### config.mk
export PLATFORM = sky130hd
export DESIGN_NAME = debug_step_controller_flat
export DESIGN_NICKNAME = d
export VERILOG_FILES = /design/src/rtl/debug_step_controller_pkg.sv /design/src/rtl/debug_step_controller_if.sv /design/src/rtl/debug_step_controller_bp.sv /design/src/rtl/debug_step_controller.sv /design/src/flat_wrapper.sv
export SDC_FILE = /design/constraint.sdc
export NUM_CORES = 1
export LEC_CHECK = 0
export CORE_MARGIN = 2
export CORE_UTILIZATION = 48
export CTS_CLUSTER_DIAMETER = 40
export CTS_CLUSTER_SIZE = 28
export DETAILED_ROUTE_END_ITERATION = 12
export PLACE_DENSITY = 0.9
export SLEW_MARGIN = 30
export SYNTH_ARGS = -nofsm -noshare
export SYNTH_HDL_FRONTEND = slang
export SYNTH_SLANG_ARGS = --single-unit
### constraint.sdc
create_clock -name CLK -period 2.9 [get_ports CLK]
set_input_delay 0.87 -clock CLK [delete_from_list [all_inputs] [get_ports CLK]]
set_output_delay 0.87 -clock CLK [all_outputs]
set_load 0.01 [all_outputs]
### src/rtl/debug_step_controller_pkg.sv
// Shared command codes, state encodings and defaults for the debug step controller.
// Imported by the controller top and its breakpoint sub-module.
package debug_step_controller_pkg;

    localparam int DSC_ADDR_WIDTH  = 16;
    localparam int DSC_COUNT_WIDTH = 8;

    typedef enum logic [1:0] {
        CMD_RUN    = 2'b00,
        CMD_HALT   = 2'b01,
        CMD_STEP   = 2'b10,
        CMD_SET_BP = 2'b11
    } dsc_cmd_e;

    typedef enum logic [2:0] {
        DSC_RUN      = 3'd0,
        DSC_HALTING  = 3'd1,
        DSC_HALTED   = 3'd2,
        DSC_STEP_REQ = 3'd3,
        DSC_STEP_REL = 3'd4
    } dsc_state_e;

    // Host commands are only taken while free-running or fully halted.
    function automatic logic dsc_accepts_cmd(input dsc_state_e s);
        return (s == DSC_RUN) || (s == DSC_HALTED);
    endfunction

endpackage

### src/rtl/debug_step_controller_if.sv
// Host command bus plus decoder debug handshake bundled for the step controller.
// The slave modport is the controller's view; master is the host/decoder side.
interface debug_step_controller_if #(
    parameter int ADDR_WIDTH  = 16,
    parameter int COUNT_WIDTH = 8
);

    logic                   CMD_VALID;
    logic [1:0]             CMD;
    logic [ADDR_WIDTH-1:0]  CMD_ARG;
    logic                   CMD_READY;
    logic                   STOPPED;
    logic                   DEBUG_ACTIVE;
    logic                   DEBUG_STEP_ACK;
    logic                   FETCH;
    logic [ADDR_WIDTH-1:0]  PC;
    logic                   DEBUG_STOPX;
    logic                   DEBUG_STEP_REQ;
    logic                   HALTED;
    logic                   BP_HIT;
    logic                   STEP_DONE;
    logic [COUNT_WIDTH-1:0] STEPS_LEFT;

    modport master (
        output CMD_VALID, CMD, CMD_ARG,
        output STOPPED, DEBUG_ACTIVE, DEBUG_STEP_ACK, FETCH, PC,
        input  CMD_READY, DEBUG_STOPX, DEBUG_STEP_REQ, HALTED,
        input  BP_HIT, STEP_DONE, STEPS_LEFT
    );

    modport slave (
        input  CMD_VALID, CMD, CMD_ARG,
        input  STOPPED, DEBUG_ACTIVE, DEBUG_STEP_ACK, FETCH, PC,
        output CMD_READY, DEBUG_STOPX, DEBUG_STEP_REQ, HALTED,
        output BP_HIT, STEP_DONE, STEPS_LEFT
    );

endinterface

### src/rtl/debug_step_controller_bp.sv
// Single hardware breakpoint: holds the address/enable registers and flags a
// FETCH of the matching PC in the same cycle.
module debug_breakpoint_match
    import debug_step_controller_pkg::*;
#(
    parameter int ADDR_WIDTH = DSC_ADDR_WIDTH
) (
    input  logic                  clk,
    input  logic                  reset,
    input  logic                  load,
    input  logic [ADDR_WIDTH-1:0] load_addr,
    input  logic                  fetch,
    input  logic [ADDR_WIDTH-1:0] pc,
    output logic                  hit
);

    logic [ADDR_WIDTH-1:0] bp_addr_q, bp_addr_d;
    logic                  bp_en_q, bp_en_d;

    // An all-ones address is the host's way of disarming the breakpoint.
    always_comb begin
        bp_addr_d = bp_addr_q;
        bp_en_d   = bp_en_q;
        if (load) begin
            bp_addr_d = load_addr;
            bp_en_d   = (load_addr != '1);
        end
    end

    always_ff @(posedge clk) begin
        if (reset) begin
            bp_addr_q <= '1;
            bp_en_q   <= 1'b0;
        end else begin
            bp_addr_q <= bp_addr_d;
            bp_en_q   <= bp_en_d;
        end
    end

    assign hit = fetch && bp_en_q && (pc == bp_addr_q);

endmodule

### src/rtl/debug_step_controller.sv
// Host-facing debug sequencer: turns run/halt/step/breakpoint commands into the
// decoder's DEBUG_STOPX level and the four-phase step request/acknowledge.
module debug_step_controller
    import debug_step_controller_pkg::*;
#(
    parameter int ADDR_WIDTH  = DSC_ADDR_WIDTH,
    parameter int COUNT_WIDTH = DSC_COUNT_WIDTH
) (
    input  logic                  CLK,
    input  logic                  RESET,
    debug_step_controller_if.slave bus
);

    dsc_state_e             state_q, state_d;
    logic [COUNT_WIDTH-1:0] steps_left_q, steps_left_d;
    logic [COUNT_WIDTH-1:0] steps_dec;
    logic [COUNT_WIDTH-1:0] step_count;
    logic                   bp_hit_q, bp_hit_d;
    logic                   step_done_q, step_done_d;
    logic                   stopx_q, stopx_d;
    logic                   step_req_q, step_req_d;
    logic                   halted_q, halted_d;
    logic                   cmd_ready_q, cmd_ready_d;
    logic                   cmd_accept;
    logic                   bp_load;
    logic                   bp_match;
    dsc_cmd_e               cmd;

    assign cmd        = dsc_cmd_e'(bus.CMD);
    assign cmd_accept = bus.CMD_VALID && cmd_ready_q;
    assign step_count = bus.CMD_ARG[COUNT_WIDTH-1:0];
    assign steps_dec  = (steps_left_q != '0) ? steps_left_q - COUNT_WIDTH'(1) : '0;

    debug_breakpoint_match #(
        .ADDR_WIDTH(ADDR_WIDTH)
    ) u_bp (
        .clk       (CLK),
        .reset     (RESET),
        .load      (bp_load),
        .load_addr (bus.CMD_ARG),
        .fetch     (bus.FETCH),
        .pc        (bus.PC),
        .hit       (bp_match)
    );

    // Next-state logic; a breakpoint and a HALT in the same cycle collapse into one transition.
    always_comb begin
        state_d      = state_q;
        steps_left_d = steps_left_q;
        bp_hit_d     = bp_hit_q;
        step_done_d  = 1'b0;
        bp_load      = 1'b0;

        unique case (state_q)
            DSC_RUN: begin
                if (cmd_accept && cmd == CMD_SET_BP) begin
                    bp_load = 1'b1;
                end
                if (bp_match) begin
                    bp_hit_d = 1'b1;
                    state_d  = DSC_HALTING;
                end else if (cmd_accept && cmd == CMD_HALT) begin
                    state_d = DSC_HALTING;
                end
            end
            DSC_HALTING: begin
                if (bus.DEBUG_ACTIVE && bus.STOPPED && !bus.DEBUG_STEP_ACK) begin
                    state_d = DSC_HALTED;
                end
            end
            DSC_HALTED: begin
                if (cmd_accept) begin
                    unique case (cmd)
                        CMD_RUN: begin
                            bp_hit_d = 1'b0;
                            state_d  = DSC_RUN;
                        end
                        CMD_STEP: begin
                            if (step_count == '0) begin
                                step_done_d = 1'b1;
                            end else begin
                                bp_hit_d     = 1'b0;
                                steps_left_d = step_count;
                                state_d      = DSC_STEP_REQ;
                            end
                        end
                        CMD_SET_BP: bp_load = 1'b1;
                        CMD_HALT:   ;
                    endcase
                end
            end
            DSC_STEP_REQ: begin
                if (bus.DEBUG_STEP_ACK) begin
                    state_d = DSC_STEP_REL;
                end
            end
            DSC_STEP_REL: begin
                if (!bus.DEBUG_STEP_ACK) begin
                    steps_left_d = steps_dec;
                    if (steps_dec == '0) begin
                        step_done_d = 1'b1;
                        state_d     = DSC_HALTED;
                    end else begin
                        state_d = DSC_STEP_REQ;
                    end
                end
            end
            default: state_d = DSC_RUN;
        endcase

        stopx_d     = (state_d != DSC_RUN);
        step_req_d  = (state_d == DSC_STEP_REQ);
        halted_d    = (state_d == DSC_HALTED);
        cmd_ready_d = dsc_accepts_cmd(state_d);
    end

    always_ff @(posedge CLK) begin
        if (RESET) begin
            state_q      <= DSC_RUN;
            steps_left_q <= '0;
            bp_hit_q     <= 1'b0;
            step_done_q  <= 1'b0;
            stopx_q      <= 1'b0;
            step_req_q   <= 1'b0;
            halted_q     <= 1'b0;
            cmd_ready_q  <= 1'b1;
        end else begin
            state_q      <= state_d;
            steps_left_q <= steps_left_d;
            bp_hit_q     <= bp_hit_d;
            step_done_q  <= step_done_d;
            stopx_q      <= stopx_d;
            step_req_q   <= step_req_d;
            halted_q     <= halted_d;
            cmd_ready_q  <= cmd_ready_d;
        end
    end

    assign bus.CMD_READY      = cmd_ready_q;
    assign bus.DEBUG_STOPX    = stopx_q;
    assign bus.DEBUG_STEP_REQ = step_req_q;
    assign bus.HALTED         = halted_q;
    assign bus.BP_HIT         = bp_hit_q;
    assign bus.STEP_DONE      = step_done_q;
    assign bus.STEPS_LEFT     = steps_left_q;

endmodule

### src/flat_wrapper.sv
// flat-port wrapper written by rule: the top's interface ports become plain ports
module debug_step_controller_flat import debug_step_controller_pkg::*;
#(
    parameter int ADDR_WIDTH  = DSC_ADDR_WIDTH,
    parameter int COUNT_WIDTH = DSC_COUNT_WIDTH
)
  (CLK, RESET, bus_CMD_VALID, bus_CMD, bus_CMD_ARG, bus_STOPPED, bus_DEBUG_ACTIVE, bus_DEBUG_STEP_ACK, bus_FETCH, bus_PC, bus_CMD_READY, bus_DEBUG_STOPX, bus_DEBUG_STEP_REQ, bus_HALTED, bus_BP_HIT, bus_STEP_DONE, bus_STEPS_LEFT);
  debug_step_controller_if #(.ADDR_WIDTH(ADDR_WIDTH), .COUNT_WIDTH(COUNT_WIDTH)) bus_i ();
  input  logic CLK;
  input  logic RESET;
  input wire logic [$bits(bus_i.CMD_VALID)-1:0] bus_CMD_VALID;
  input wire logic [$bits(bus_i.CMD)-1:0] bus_CMD;
  input wire logic [$bits(bus_i.CMD_ARG)-1:0] bus_CMD_ARG;
  input wire logic [$bits(bus_i.STOPPED)-1:0] bus_STOPPED;
  input wire logic [$bits(bus_i.DEBUG_ACTIVE)-1:0] bus_DEBUG_ACTIVE;
  input wire logic [$bits(bus_i.DEBUG_STEP_ACK)-1:0] bus_DEBUG_STEP_ACK;
  input wire logic [$bits(bus_i.FETCH)-1:0] bus_FETCH;
  input wire logic [$bits(bus_i.PC)-1:0] bus_PC;
  output wire logic [$bits(bus_i.CMD_READY)-1:0] bus_CMD_READY;
  output wire logic [$bits(bus_i.DEBUG_STOPX)-1:0] bus_DEBUG_STOPX;
  output wire logic [$bits(bus_i.DEBUG_STEP_REQ)-1:0] bus_DEBUG_STEP_REQ;
  output wire logic [$bits(bus_i.HALTED)-1:0] bus_HALTED;
  output wire logic [$bits(bus_i.BP_HIT)-1:0] bus_BP_HIT;
  output wire logic [$bits(bus_i.STEP_DONE)-1:0] bus_STEP_DONE;
  output wire logic [$bits(bus_i.STEPS_LEFT)-1:0] bus_STEPS_LEFT;
  assign bus_i.CMD_VALID = bus_CMD_VALID;
  assign bus_i.CMD = bus_CMD;
  assign bus_i.CMD_ARG = bus_CMD_ARG;
  assign bus_i.STOPPED = bus_STOPPED;
  assign bus_i.DEBUG_ACTIVE = bus_DEBUG_ACTIVE;
  assign bus_i.DEBUG_STEP_ACK = bus_DEBUG_STEP_ACK;
  assign bus_i.FETCH = bus_FETCH;
  assign bus_i.PC = bus_PC;
  assign bus_CMD_READY = bus_i.CMD_READY;
  assign bus_DEBUG_STOPX = bus_i.DEBUG_STOPX;
  assign bus_DEBUG_STEP_REQ = bus_i.DEBUG_STEP_REQ;
  assign bus_HALTED = bus_i.HALTED;
  assign bus_BP_HIT = bus_i.BP_HIT;
  assign bus_STEP_DONE = bus_i.STEP_DONE;
  assign bus_STEPS_LEFT = bus_i.STEPS_LEFT;
  debug_step_controller #(.ADDR_WIDTH(ADDR_WIDTH), .COUNT_WIDTH(COUNT_WIDTH)) u_core (.CLK(CLK), .RESET(RESET), .bus(bus_i));
endmodule
# Word level (Yosys, flattened, before mapping)
# Index checks and enable logic that the tools add are counted.
totals:
  reg_bits: 34
  in_bits: 41
  output_inout_bits: 14
  elab_cells: 80
classes:
  n_addsub: 1
  n_eq_ne: 18
  n_mux: 31
  n_reduce_logical: 20
ops:
  columns: ["op", "n"]
  rows:
  - ["$mux W8", 5]
  - ["$mux W3", 7]
  - ["$eq A16 B16 Y1", 1]
  - ["$logic_not A8 Y1", 2]
  - ["$ne A16 B16 Y1 const B", 1]
  - ["$pmux W8 S2", 1]
  - ["$pmux W3 S5", 1]
  - ["$eq A3 B2 Y1 const B", 4]
  - ["$mux W1", 12]
  - ["$reduce_and A5 Y1", 2]
  - ["$pmux W1 S2", 4]
  - ["$reduce_bool A8 Y1", 1]
  - ["$sub A8 B1 Y8 const B", 1]
  - ["$logic_and A1 B1 Y1", 7]
  - ["$logic_not A3 Y1", 2]
  - ["$ne A2 B1 Y1 const B", 3]
  - ["$pmux W3 S2", 1]
  - ["$eq A2 B2 Y1 const B", 2]
  - ["$ne A2 B2 Y1 const B", 2]
  - ["$reduce_bool A2 Y1", 2]
  - ["$eq A3 B1 Y1 const B", 1]
  - ["$eq A3 B3 Y1 const B", 1]
  - ["$ne A3 B2 Y1 const B", 1]
  - ["$ne A3 B3 Y1 const B", 1]
  - ["other kinds (5)", 5]

# Logic depth before layout (Yosys ltp)
# Gate-level depths: netlist of the first run.
depth:
  ltp_word: 8
  depth_mapped: 7
  ltp_nobuf: 7

# Modules after synthesis
# From an unflattened synthesis of the first run, not the netlist that was laid out.
unflattened:
  hier_cells: 215
  area_unflattened_um2: 1934.4
modules_own_cells:
  columns: ["mod", "instances", "cells_each", "area_per_inst_um2", "seq_area_each_um2"]
  rows:
  - ["debug_step_controller", 1, 131, 1104.8, 340.3]
  - ["debug_breakpoint_match", 1, 84, 829.5, 340.3]

# Worst setup path before layout of the first run
# Ideal clock, no wire load.
synth_path:
  path_type: "input -> register"
  start: "in bus_CMD_ARG[0]"
  end: "reg u_core.steps_left_q[1], in the netlist u_core.bus.STEPS_LEFT[1]"
  setup_time_ps: 86
  t_arrival_ps: 2170
  required_time_ps: 2814
  path_slack_ps: 644
  path_stages: 6
  n_path_buf: 1
  path_cell_list: "nor4_1 a211oi_1 o21ai_1 clkbuf_1 a211oi_1 a211oi_1"
synth_between:
  elab_chain_cells: 3
synth_lines:
  columns: ["item", "line", "rtl"]
  rows:
  - ["start, declared", "flat_wrapper.sv:13", "input wire logic [$bits(bus_i.CMD_ARG)-1:0] bus_CMD_ARG;"]
  - ["$logic_not A8 Y1", "debug_step_controller.sv:79", "if (step_count == '0) begin"]
  - ["$ne A2 B2 Y1 (no source line)", null, null]
  - ["$reduce_and A5 Y1 (no source line)", null, null]
  - ["end signal, assigned", "debug_step_controller.sv:129", "steps_left_q <= steps_left_d;"]
  - ["end, declared", "debug_step_controller.sv:15", "logic [COUNT_WIDTH-1:0] steps_left_q, steps_left_d;"]
# Every way passes these cells.
# A chain may end at the register's enable or synchronous reset.

# Worst setup path in the final report of the first run
layout_path:
  start: "in bus_CMD_ARG[0]"
  end: "reg u_core.halted_q, in the netlist u_core.bus.HALTED"
layout_between:
  elab_chain_cells: 6
layout_lines:
  columns: ["item", "line", "rtl"]
  rows:
  - ["$logic_not A8 Y1", "debug_step_controller.sv:79", null]
  - ["$mux W3", "debug_step_controller.sv:79", null]
  - ["$pmux W3 S2", "debug_step_controller.sv:73", "unique case (cmd)"]
  - ["$mux W3", "debug_step_controller.sv:72", "if (cmd_accept) begin"]
  - ["$pmux W3 S5", "debug_step_controller.sv:54", "unique case (state_q)"]
  - ["$eq A3 B2 Y1", "debug_step_controller.sv:113", "halted_d = (state_d == DSC_HALTED);"]
  - ["end signal, assigned", "debug_step_controller.sv:134", "halted_q <= halted_d;"]
  - ["end, declared", "debug_step_controller.sv:22", "logic halted_q, halted_d;"]
# Every way passes these cells.

==> impl_metrics.ini, run 1 <==
[run_status]
status = finished clean

[timing]
tightest_slew_ns = 0.525
finalSetupViolations = 0
setup_slack_ns = 0.307
rsz0062_at_grt = false
clock.fmax_mhz = 386
timing.final.hold_violations = 0
fin_crit_sh = 0.894
tns_ns = 0
min_period_ns = 2.59
relSlewSlack = 0.649
slew_viol_final = 0
worst_clock_skew_ns = 0.00449

[setup_path]
endpoint_kind = flop
cp.arrival_ns = 2.79
startpoint = bus_CMD_ARG[0]
critPathKind = in -> reg
r2r_cells = 7
crit_path_end = u_core.bus.HALTED$_SDFF_PP0_
cp_data_required_time_ns = 3.10
critical_path_peak_fanout = 4
rr_endpoint = u_core.bus.CMD_READY$_SDFF_PP1_
cp-start-kind = input pin
r2r_start = u_core.bus.STEPS_LEFT[0]$_SDFFE_PP0P_
r2r_slack_ns = 0.57

[routing]
dr_wl_met3_um = 385
met1_length_um = 2100
vias = 2002
viasPerCell = 5.99
wl_per_cell_um = 15.9
wl_met2_um = 2680
drt_first_pass_iters = 4
ant_nets = 0
postRouteWirelength_um = 5320
routed.top_layer = met4
drc = 0
drt_first_iter_violations = 151

[logic_synthesis]
ys_warn_count = 0
synth.distinct_cells = 50
seq_area_frac_synth = 0.347
synth_flop_cell = dfxtp_1
synth_edf_count = 0
postSynthCellCount = 231
synthesis.area_sq_um = 1960
syn_area_per_cell_sq_um = 8.49
syn-num-nets = 273
synthTopCellsByArea = dfxtp_1, a211o_1, xor2_1
ys_ff_latch = 34
synth_largest_area_cell = dfxtp_1
yosysTopAreaCellShare = 0.347
async_flop_share = 0

[final_layout]
final_cell_mix = clkdlybuf4s50_1, dfxtp_1, nor2_1, a211o_1, a21oi_1
final_common_cell = clkdlybuf4s50_1
area_growth_pct = 34.3
drive_gt1_frac = 0.0704
antennaDiodeCount = 0
layout.cells.non_filler = 334
fillers = 350
fin_nets = 325

[clocking]
clk_path_buf_depth = 2
cts_sinks = 34
cts_buffers = 5
cts_setup_buffers = 0
cts_tree = done
clk_pin_slew_ns = 0.07
clkLatencyLatePin_ns = 0.28
cts.hold.buffers_added = 0
root_buffer = clkbuf_8
htree_levels = 2
cts_resized = 0

[placement]
gp_congestion = 0.835
hpwl_um = 4000
portBuffers = 54
place_ws_ns = 0.0798
dp.cells = 326

[power]
powerDensity_nw_per_um2 = 380
p_seq_frac = 0.496
leakage_uw = 0.00100
combinationalPowerShare = 0.161
power_uw = 1000
p_sw_uw = 256
vdd_drop_max_mv = 0.297
p_sw_frac = 0.255
power.internal_uw = 746
p_clk_frac = 0.342

[die]
start_util = 0.494
design.core.area_sq_um = 3970
dieArea_sq_um = 4610
die_h_um = 67.9
ios = 55
die_w_um = 67.9
num_rows = 23

[hold_path]
hp-class = reg -> reg

[grt]
grt_first_pass_wirelength_um = 8670
overflow = 0
grt_pass1_vias = 1914
grt_use_total = 0.252
grt_max_degree = 21
antenna_found_initial = 0

[job]
drv_cap = 0
==> power groups by stage <==
| stage | clock, uW | combinational (uW) | sequential [uW] |
|---|---|---|---|
| after detailed placement | 0 | 158 | 507 |
| after floorplan | 0 | 68.5 | 504 |
| after global placement | 0 | 154 | 506 |
| final | 343 | 161 | 497 |
| after global routing | 372 | 174 | 498 |
| after CTS | 346 | 160 | 496 |
==> metal layers <==
metal / track usage / up-vias
li1: - / 962
met1: 0.299 / 933
met2: 0.425 / 88
met3: 0.0707 / 19
met4: 0.110 / 0
met5: 0 / -
==> worst min path at each step <==
stage	startpoint	to	slack, ns	cells past startpoint
floorplan	u_core.u_bp.bp_en_q$_SDFFE_PP0P_	u_core.u_bp.bp_en_q$_SDFFE_PP0P_	0.45	2
finish	u_core.u_bp.bp_addr_q[0]$_SDFFE_PP1P_	u_core.u_bp.bp_addr_q[0]$_SDFFE_PP1P_	0.49	1
global route	u_core.u_bp.bp_addr_q[8]$_SDFFE_PP1P_	u_core.u_bp.bp_addr_q[8]$_SDFFE_PP1P_	0.51	1
detailed placement	u_core.bus.BP_HIT$_SDFFE_PP0P_	u_core.bus.BP_HIT$_SDFFE_PP0P_	0.46	1
CTS	u_core.u_bp.bp_addr_q[12]$_SDFFE_PP1P_	u_core.u_bp.bp_addr_q[12]$_SDFFE_PP1P_	0.49	1
global placement	u_core.u_bp.bp_addr_q[8]$_SDFFE_PP1P_	u_core.u_bp.bp_addr_q[8]$_SDFFE_PP1P_	0.46	1
==> layout make-up <==
type,instances,area [sq um],share of cell area
Inverter,6,22.5,0.00855
Timing Repair Buffer,61,593,0.225
Clock inverter,2,13.8,0.00523
Sequential cell,34,681,0.258
Tap cell,50,62.6,0.0238
Multi-Input combinational cell,175,1190,0.451
Clock buffer,6,72.6,0.0276
==> Yosys cell counts (all sizes together), types with 2 or more instances <==
library cell / instances
o21a: 2
a211oi: 5
nor4: 7
nand4: 4
nor3: 4
o41ai: 2
dfxtp: 34
xnor2: 3
buf: 3
a211o: 17
nand2b: 6
o21ai: 10
o2bb2ai: 3
nor2: 18
nor3b: 2
a21oi: 18
xor2: 14
a21o: 2
and3: 16
nor4bb: 3
clkbuf: 13
nand2: 12
nand3: 4
or4: 3
inv: 6
nand3b: 3
==> cell families after synthesis <==
family	count (synthesis)	share of synthesized area
AO/OA/AOI/OAI	68	0.257
buffers and inverters	22	0.0466
multiplexers	1	0.00511
AND/OR/NAND/NOR	88	0.262
adder cells (fa/ha/maj)	1	0.00638
flip-flops	34	0.347
XOR/XNOR	17	0.0759
==> critical path, stage by stage <==
cell and delay, ns:
clkdlybuf4s50_1 0.50, nor4_1 0.51, nand2_1 0.10, a221oi_1 0.36
o21ai_0 0.23, nor3b_1 0.23
==> sequential cells by signal, summed over array words and instances, names as in the netlist <==
register                   count
u_core.bus.CMD_READY           1
u_core.state_q                 3
u_core.bus.DEBUG_STEP_REQ      1
u_core.bus.BP_HIT              1
u_core.bus.STEP_DONE           1
u_core.u_bp.bp_addr_q         16
u_core.bus.STEPS_LEFT          8
u_core.bus.HALTED              1
u_core.u_bp.bp_en_q            1
u_core.bus.DEBUG_STOPX         1
==> stage by stage <==
stage                util  hold slack (ns)  cell area, sq um
floorplan               -            0.455              1960
global placement    0.641            0.464              2550
detailed placement  0.641            0.459              2550
CTS                 0.663            0.491              2630
global route        0.663            0.510              2630
finish              0.663            0.489              2630
Note: power is estimated with default switching activity, not from simulation.
==> run 2, diff against run 1 <==
GPL_ROUTABILITY_DRIVEN = 0   (was default)
==> results of run 2 <==
No change in the layout: final DEF, timing and power equal those of run 1.
